$ cat src/rtl/serial_full_adder.sv
// serial_full_adder: bit-serial WIDTH-bit adder with one full-adder cell and valid/ready handshakes
module serial_full_adder #(
  parameter int WIDTH = 8
) (
  input  logic             clk,
  input  logic             rst,
  input  logic             in_valid,
  output logic             in_ready,
  input  logic [WIDTH-1:0] a,
  input  logic [WIDTH-1:0] b,
  input  logic             cin,
  output logic             out_valid,
  input  logic             out_ready,
  output logic [WIDTH-1:0] sum,
  output logic             cout,
  output logic             busy
);
  localparam int CW = $clog2(WIDTH) + 1;
  typedef enum logic [1:0] {IDLE, SHIFT, DONE} state_t;
  state_t state_q, state_d;
  logic [WIDTH-1:0] a_sr_q, a_sr_d, b_sr_q, b_sr_d, sum_sr_q, sum_sr_d, sum_q, sum_d;
  logic [CW-1:0] cnt_q, cnt_d;
  logic carry_q, carry_d, cout_q, cout_d, s, last;
  logic [WIDTH:0] sh;
  always_comb begin
    s = a_sr_q[0] ^ b_sr_q[0] ^ carry_q;
    sh = {s, sum_sr_q};
    last = cnt_q == CW'(WIDTH - 1);
    state_d = state_q;
    a_sr_d = a_sr_q;
    b_sr_d = b_sr_q;
    sum_sr_d = sum_sr_q;
    carry_d = carry_q;
    cnt_d = cnt_q;
    sum_d = sum_q;
    cout_d = cout_q;
    if (state_q == IDLE && in_valid) begin
      a_sr_d = a;
      b_sr_d = b;
      carry_d = cin;
      sum_sr_d = '0;
      cnt_d = '0;
      state_d = SHIFT;
    end else if (state_q == SHIFT) begin
      a_sr_d = a_sr_q >> 1;
      b_sr_d = b_sr_q >> 1;
      carry_d = (a_sr_q[0] & b_sr_q[0]) | (carry_q & (a_sr_q[0] ^ b_sr_q[0]));
      sum_sr_d = sh[WIDTH:1];
      cnt_d = cnt_q + CW'(1);
      state_d = last ? DONE : SHIFT;
      sum_d = last ? sh[WIDTH:1] : sum_q;
      cout_d = last ? carry_d : cout_q;
    end else if (state_q == DONE && out_ready) begin
      state_d = IDLE;
    end
  end
  always_ff @(posedge clk) begin
    if (rst) begin
      state_q <= IDLE;
      a_sr_q <= '0;
      b_sr_q <= '0;
      sum_sr_q <= '0;
      carry_q <= 1'b0;
      cnt_q <= '0;
      sum_q <= '0;
      cout_q <= 1'b0;
    end else begin
      state_q <= state_d;
      a_sr_q <= a_sr_d;
      b_sr_q <= b_sr_d;
      sum_sr_q <= sum_sr_d;
      carry_q <= carry_d;
      cnt_q <= cnt_d;
      sum_q <= sum_d;
      cout_q <= cout_d;
    end
  end
  assign in_ready = state_q == IDLE;
  assign out_valid = state_q == DONE;
  assign busy = state_q != IDLE;
  assign sum = sum_q;
  assign cout = cout_q;
endmodule

$ cat config.mk
export PLATFORM = sky130hd
export DESIGN_NAME = serial_full_adder
export DESIGN_NICKNAME = d
export VERILOG_FILES = /design/src/rtl/serial_full_adder.sv
export SDC_FILE = /design/constraint.sdc
export NUM_CORES = 1
export LEC_CHECK = 0
export CAP_MARGIN = 20
export CELL_PAD_IN_SITES_DETAIL_PLACEMENT = 1
export CELL_PAD_IN_SITES_GLOBAL_PLACEMENT = 1
export CORE_ASPECT_RATIO = 2
export CORE_MARGIN = 4
export CORE_UTILIZATION = 25
export CTS_BUF_LIST = sky130_fd_sc_hd__clkbuf_4 sky130_fd_sc_hd__clkbuf_8
export DETAILED_ROUTE_END_ITERATION = 10
export GPL_ROUTABILITY_DRIVEN = 0
export PLACE_DENSITY = 0.62
export SLEW_MARGIN = 20
export SYNTH_ARGS = -nofsm -noshare
export SYNTH_HDL_FRONTEND = slang
export SYNTH_SLANG_ARGS = --single-unit
$ cat constraint.sdc
create_clock -name clk -period 1.5 [get_ports clk]
set_input_delay 0.3 -clock clk [delete_from_list [all_inputs] [get_ports clk]]
set_output_delay 0.3 -clock clk [all_outputs]
set_load 0.02 [all_outputs]
==> flow_summary.yaml, run 1 <==
floorplanning:
  die_w_microns: 66.4
  die_h_microns: 125
  die_area_sq_mm: 0.00828
  io_pins: 33
  rows: 42
  core_sq_mm: 0.00662
  initial_core_util_pct: 25.7
sta:
  setup_viol: 0
  hold_viol: 0
  relSlewSlack_pct: 82.6
  fin_crit_sh_pct: 95.5
  period_minus_slack_ns: 1.43
  rsz0062_at_grt: "yes"
  holdWs_ns: 0.464
  max_freq_mhz: 698
  skew_ns: 0.00588
  slew_viol_final: 0
  worst_pin_slew_ns: 0.260
synthesis:
  syn-num-nets: 220
  syn_area_per_cell_sq_um: 8.64
  ys_types: 30
  yosysSeqAreaShare_pct: 45.8
  synth-seq-cells: 39
  ys_warn_count: 0
  syn_area_sq_mm: 0.00170
  syn_inst: 197
clock_tree:
  cts_buffer_depth: 2
  root_buffer: "clkbuf_8"
  cts.clk_slew.worst_paths_ns: 0.08
  h-tree-depth: 2
  numCtsBuffers: 5
  clk_latency_ns: 0.29
  cts_sinks: 39
  cts_tree: "done"
worst_hold_path:
  min-delay-start: "sum_sr_q[1]"
  hold_end: "sum_sr_q[1]"
  holdPathStages: 2
  worst_hold_path_type: "reg -> reg"
setup_path:
  crit_fanout: 3
  rr_endpoint: "cout"
  end_kind: "primary output"
  r2r-start: "state_q[1]"
  worst-r2r-cell-count: 5
  critPathKind: "reg -> out"
  critPathLaunch: "state_q[1]"
  crit_required_ns: 1.20
  critPathArrivalTime_ns: 1.13
  worst-r2r-setup-slack_ns: 0.08
  critPathLaunchType: "register"
job:
  cap_viol_max_count: 0
detailed_routing:
  ant_nets: 0
  via_count: 1478
  first_iter_violations: 31
  totalWireLength_mm: 3.99
  drc_errors: 0
  wl_per_cell_microns: 12.1
  viasPerCell: 4.48
  first_pass_iters: 4
place:
  io_buffers: 32
  dp.cells: 319
  hpwlAfterDp_mm: 2.86
global_route:
  antenna_found_initial: 0
  grt_pass1_wl_mm: 6.44
  overflow: 0
  groute.usage.overall_pct: 9.92
  grt_pass1_vias: 1435
  grt_max_degree: 31
final_layout:
  nFillCells: 805
  num_antenna_cells: 0
  layout_common_cells: "47 x nand2_1, 39 x dfxtp_1, 20 x nor2_1, 19 x nand2b_1, 19 x clkdlybuf4s50_1"
  finalNonFillerCells: 330
  final_common_cell: "nand2_1"
  fin_nets: 264
  syn_to_final_growth_pct: 41.9
  drive_gt1_share_pct: 14.9
  multi_input_area_sq_um: 832
  seq_area_sq_um: 781
power_and_ir_drop:
  clkPwrFrac_pct: 39.1
  pwr-share-comb_pct: 13.9
  p_int_mw: 1.80
  p_sw_uw: 554
  swShare_pct: 23.6
  powerDensity_mw_per_mm2: 974
  vdd_ir_drop_max_uv: 567
  seqPwrFrac_pct: 47.0
  power.leakage_nw: 0.929
run_status:
  status: "finished, final reports clean"
sequential cells by signal, indices dropped and copies added, names as in the netlist:
| name | count |
|---|---|
| b_sr_q | 8 |
| cout | 1 |
| a_sr_q | 8 |
| carry_q | 1 |
| cnt_q | 4 |
| state_q | 2 |
| sum | 8 |
| sum_sr_q | 7 |
kinds of logic after synthesis:
logic type	synth area share, %
adder cells (fa/ha/maj)	1.91
XOR/XNOR	1.03
AO/OA/AOI/OAI	13.7
buffers and inverters	6.10
AND/OR/NAND/NOR	26.1
multiplexers	5.29
flip-flops	45.8
Yosys cell counts:
library cell / count / area share (%)
or3_1: 1 / 0.37
nand3b_1: 1 / 0.44
buf_2: 5 / 1.5
or3b_1: 1 / 0.51
o21ba_2: 2 / 1.2
dfxtp_1: 39 / 46
a22oi_1: 2 / 0.88
o21ai_0: 1 / 0.29
clkbuf_1: 4 / 0.88
inv_1: 3 / 0.66
mux2i_1: 9 / 5.3
nor3_1: 1 / 0.29
nor2b_1: 1 / 0.37
buf_6: 3 / 2.0
fa_1: 1 / 1.2
a21oi_1: 11 / 3.2
xnor2_1: 1 / 0.51
nand3_1: 1 / 0.29
nor3b_1: 1 / 0.44
ha_1: 1 / 0.73
nand2_1: 47 / 10
nor3b_4: 1 / 1.1
nor2_1: 20 / 4.4
o21bai_1: 1 / 0.44
nand2b_1: 19 / 7.0
xor2_1: 1 / 0.51
nand2b_2: 1 / 0.51
buf_1: 1 / 0.22
buf_4: 2 / 0.88
a311oi_1: 15 / 7.7
worst max-delay path, cell delays in order, from the launching register on:
cell	delay (ns)
dfxtp_1	0.35
inv_1	0.07
nor2_1	0.08
dlygate4sd2_1	0.34
worst max-delay path by stage:
stage,endpoint,cells past startpoint
after floorplan,a_sr_q[0],6
after global placement,b_sr_q[5],6
after detailed placement,b_sr_q[5],6
after CTS,in_ready,4
after global routing,sum[7],5
final,out_valid,3
layout make-up:
class	count	share of cell area (%)
inverter	3	0.466
clock inverter	2	1.45
tap	88	4.56
clock buffer	6	3.42
multi-input combinational	140	34.4
timing repair buffer	52	23.4
sequential	39	32.3
power groups by stage:
stage               Clock (mW)  Combinational [mW]  Sequential, mW
floorplan                    0               0.171            1.12
global placement             0               0.298            1.13
detailed placement           0               0.303            1.13
CTS                      0.956               0.301            1.11
global route              1.00               0.362            1.11
finish                   0.920               0.327            1.11
metal layers:
layer	vias up	track usage (%)	wire length, microns
met2	29	18.2	2250
met1	700	10.3	1530
met3	5	2.35	143
li1	744	-	-
met4	0	3.95	65
met5	-	0	0
through the flow:
stage | utilization, % | cell area (sq um) | power (mW) | TNS, ns | setup slack (ns)
3_5_place_dp | 33.8 | 2240 | 1.43 | -4.75 | -0.225
4_1_cts | 35.3 | 2340 | 2.36 | 0 | 0.0326
5_1_grt | 36.5 | 2420 | 2.48 | -0.196 | -0.0439
2_1_floorplan | - | 1700 | 1.29 | 0 | 0.180
3_3_place_gp | 33.8 | 2240 | 1.43 | -4.15 | -0.185
6_report | 36.5 | 2420 | 2.35 | 0 | 0.0681
repair_timing:
action / 4_1_cts / 5_1_grt
endpoints found under the setup margin: 12 / 11
gates cloned: 0 / 2
pin swaps: 0 / 1
setup buffers: 0 / 1
gates resized for setup: 12 / 9
hold buffers: 0 / 0
(Power assumes the default switching activity.)
==> inputs of run 2 (changes only) <==
--- a/config.mk
+++ b/config.mk
@@ -9,7 +9,6 @@
 export CELL_PAD_IN_SITES_DETAIL_PLACEMENT = 1
 export CELL_PAD_IN_SITES_GLOBAL_PLACEMENT = 1
 export CORE_ASPECT_RATIO = 2
-export CORE_MARGIN = 4
 export CORE_UTILIZATION = 25
 export CTS_BUF_LIST = sky130_fd_sc_hd__clkbuf_4 sky130_fd_sc_hd__clkbuf_8
 export DETAILED_ROUTE_END_ITERATION = 10
==> constraint.sdc (replaced) <==
create_clock -name clk -period 1.8 [get_ports clk]
set_input_delay 0.36 -clock clk [delete_from_list [all_inputs] [get_ports clk]]
set_output_delay 0.36 -clock clk [all_outputs]
set_load 0.02 [all_outputs]
==> flow_summary.yaml, run 2 (synthesis results as in run 1) <==
run_status:
  status: "finished, final reports clean"
final_layout:
  num_antenna_cells: 0
  drive_gt1_share_pct: 11.1
  fin_util_pct: 34.9
  syn_to_final_growth_pct: 35.9
  final_common_cell: "nand2_1"
  layout_common_cells: "47 x nand2_1, 39 x dfxtp_1, 29 x clkdlybuf4s50_1, 20 x nor2_1, 19 x nand2b_1"
  fin_nets: 257
  finalNonFillerCells: 323
clock_tree:
  cts.clk_slew.worst_paths_ns: 0.07
  root_buffer: "clkbuf_8"
  cts_setup_buffers: 0
  numCtsBuffers: 5
  cts_sinks: 39
  cts_buffer_depth: 2
  clk_latency_ns: 0.29
  cts_tree: "done"
  h-tree-depth: 2
detailed_routing:
  drc_errors: 0
  ant_nets: 0
  totalWireLength_mm: 3.88
  via_count: 1440
  wl_per_cell_microns: 12.0
  first_iter_violations: 22
  first_pass_iters: 4
  viasPerCell: 4.46
setup_path:
  crit_required_ns: 1.44
  critPathArrivalTime_ns: 1.25
  crit_fanout: 2
  critPathLaunchType: "register"
  cp_num_buf_inv: 1
  end_kind: "primary output"
  crit_slowest_cell: "clkdlybuf4s50_1"
  critical_path.cell_chain: "clkdlybuf4s50_1"
  max_stage_delay_ns: 0.60
  critPathKind: "reg -> out"
  critPathTopFamily: "buffers and inverters"
sta:
  skew_ns: 0.00301
  relSlewSlack_pct: 75.4
  setup_viol: 0
  holdWs_ns: 0.466
  tns_ns: 0
  slew_viol_final: 0
  period_minus_slack_ns: 1.61
  hold_viol: 0
  max_freq_mhz: 623
  worst_pin_slew_ns: 0.369
  rsz0062_at_grt: "no"
  fin_crit_sh_pct: 89.2
global_route:
  overflow: 0
  grt_pass1_wl_mm: 6.90
  grt_max_degree: 31
  antenna_found_initial: 0
  groute.usage.overall_pct: 12.9
  grt_pass1_vias: 1508
floorplanning:
  die_w_microns: 60.4
  io_pins: 33
  core_sq_mm: 0.00662
  die_area_sq_mm: 0.00717
  die_h_microns: 119
  rows: 42
  initial_core_util_pct: 25.7
power_and_ir_drop:
  seqPwrFrac_pct: 50.3
  pwr-share-comb_pct: 13.2
  clkPwrFrac_pct: 36.5
  p_sw_uw: 441
  p_total_mw: 1.83
  p_int_mw: 1.39
  powerDensity_mw_per_mm2: 793
  vdd_ir_drop_max_uv: 408
  power.leakage_nw: 0.843
  swShare_pct: 24.0
place:
  hpwlAfterDp_mm: 2.92
  io_buffers: 32
  dp.cells: 315
job:
  cap_viol_max_count: 0
worst_hold_path:
  worst_hold_path_type: "reg -> reg"
-- run 2: changes by cell type in the layout (fill, tap and decap cells not counted), sizes merged --
cell and delta:
dlymetal6s2s +1, bufinv -1, clkdlybuf4s50 +10, dlygate4sd2 -9, buf -5, clkdlybuf4s15 -1, clkbuf -1, clkinv -1
-- run 2: area by class of cell --
type                    count  area [sq um]
repair buffers             45           484
flip-flops and latches     39           781
multi-input cells         140           823
clock buffers               8           104
inverters                   3          11.3
well taps                  88           110
fillers                   815          4310
-- run 2: what timing repair did --
action / 4_1_cts / 5_1_grt
resized for setup: 1 / 2
gates cloned: 0 / 0
hold buffers: 0 / 0
setup endpoints to repair: 1 / 2
pin swaps: 0 / 0
-- run 2: path summary, 6_finish.rpt --
| path | end | from | depth (start not counted) | slack [ns] |
|---|---|---|---|---|
| min | sum_sr_q[1] | sum_sr_q[1] | 2 | 0.47 |
| max | sum[6] | sum[6] | 1 | 0.19 |
| max reg2reg | sum[5] | cnt_q[0] | 5 | 0.30 |
| min reg2reg | sum_sr_q[1] | sum_sr_q[1] | 2 | 0.47 |
-- run 2: per-stage QoR --
step / instance area (sq um) / setup slack, ns
2_1_floorplan: 1700 / 0.480
3_3_place_gp: 2210 / 0.0477
3_5_place_dp: 2210 / 0.0128
4_1_cts: 2310 / 0.00404
5_1_grt: 2310 / 0.143
6_report: 2310 / 0.194
-- run 2: layer usage --
metal	up-vias	wire [microns]	global-route usage (%)
li1	730	-	-
met1	679	1510	13.6
met2	25	2180	22.5
met3	6	88	2.63
met4	0	105	6.98
met5	-	0	0
-- run 2: power by group through the flow --
stage	combinational (mW)	sequential, mW	clock (mW)
2_1_floorplan	0.142	0.936	0
4_1_cts	0.248	0.923	0.703
3_5_place_dp	0.249	0.943	0
3_3_place_gp	0.245	0.943	0
6_report	0.242	0.922	0.670
5_1_grt	0.273	0.926	0.725
==> inputs of run 3 (changes only) <==
--- a/config.mk
+++ b/config.mk
@@ -11,6 +11,7 @@
 export CORE_ASPECT_RATIO = 2
 export CORE_UTILIZATION = 25
 export CTS_BUF_LIST = sky130_fd_sc_hd__clkbuf_4 sky130_fd_sc_hd__clkbuf_8
+export CTS_CLUSTER_DIAMETER = 200
 export DETAILED_ROUTE_END_ITERATION = 10
 export GPL_ROUTABILITY_DRIVEN = 0
 export PLACE_DENSITY = 0.62
==> results of run 3 <==
Final layout, timing and power as in run 2 (identical DEF).
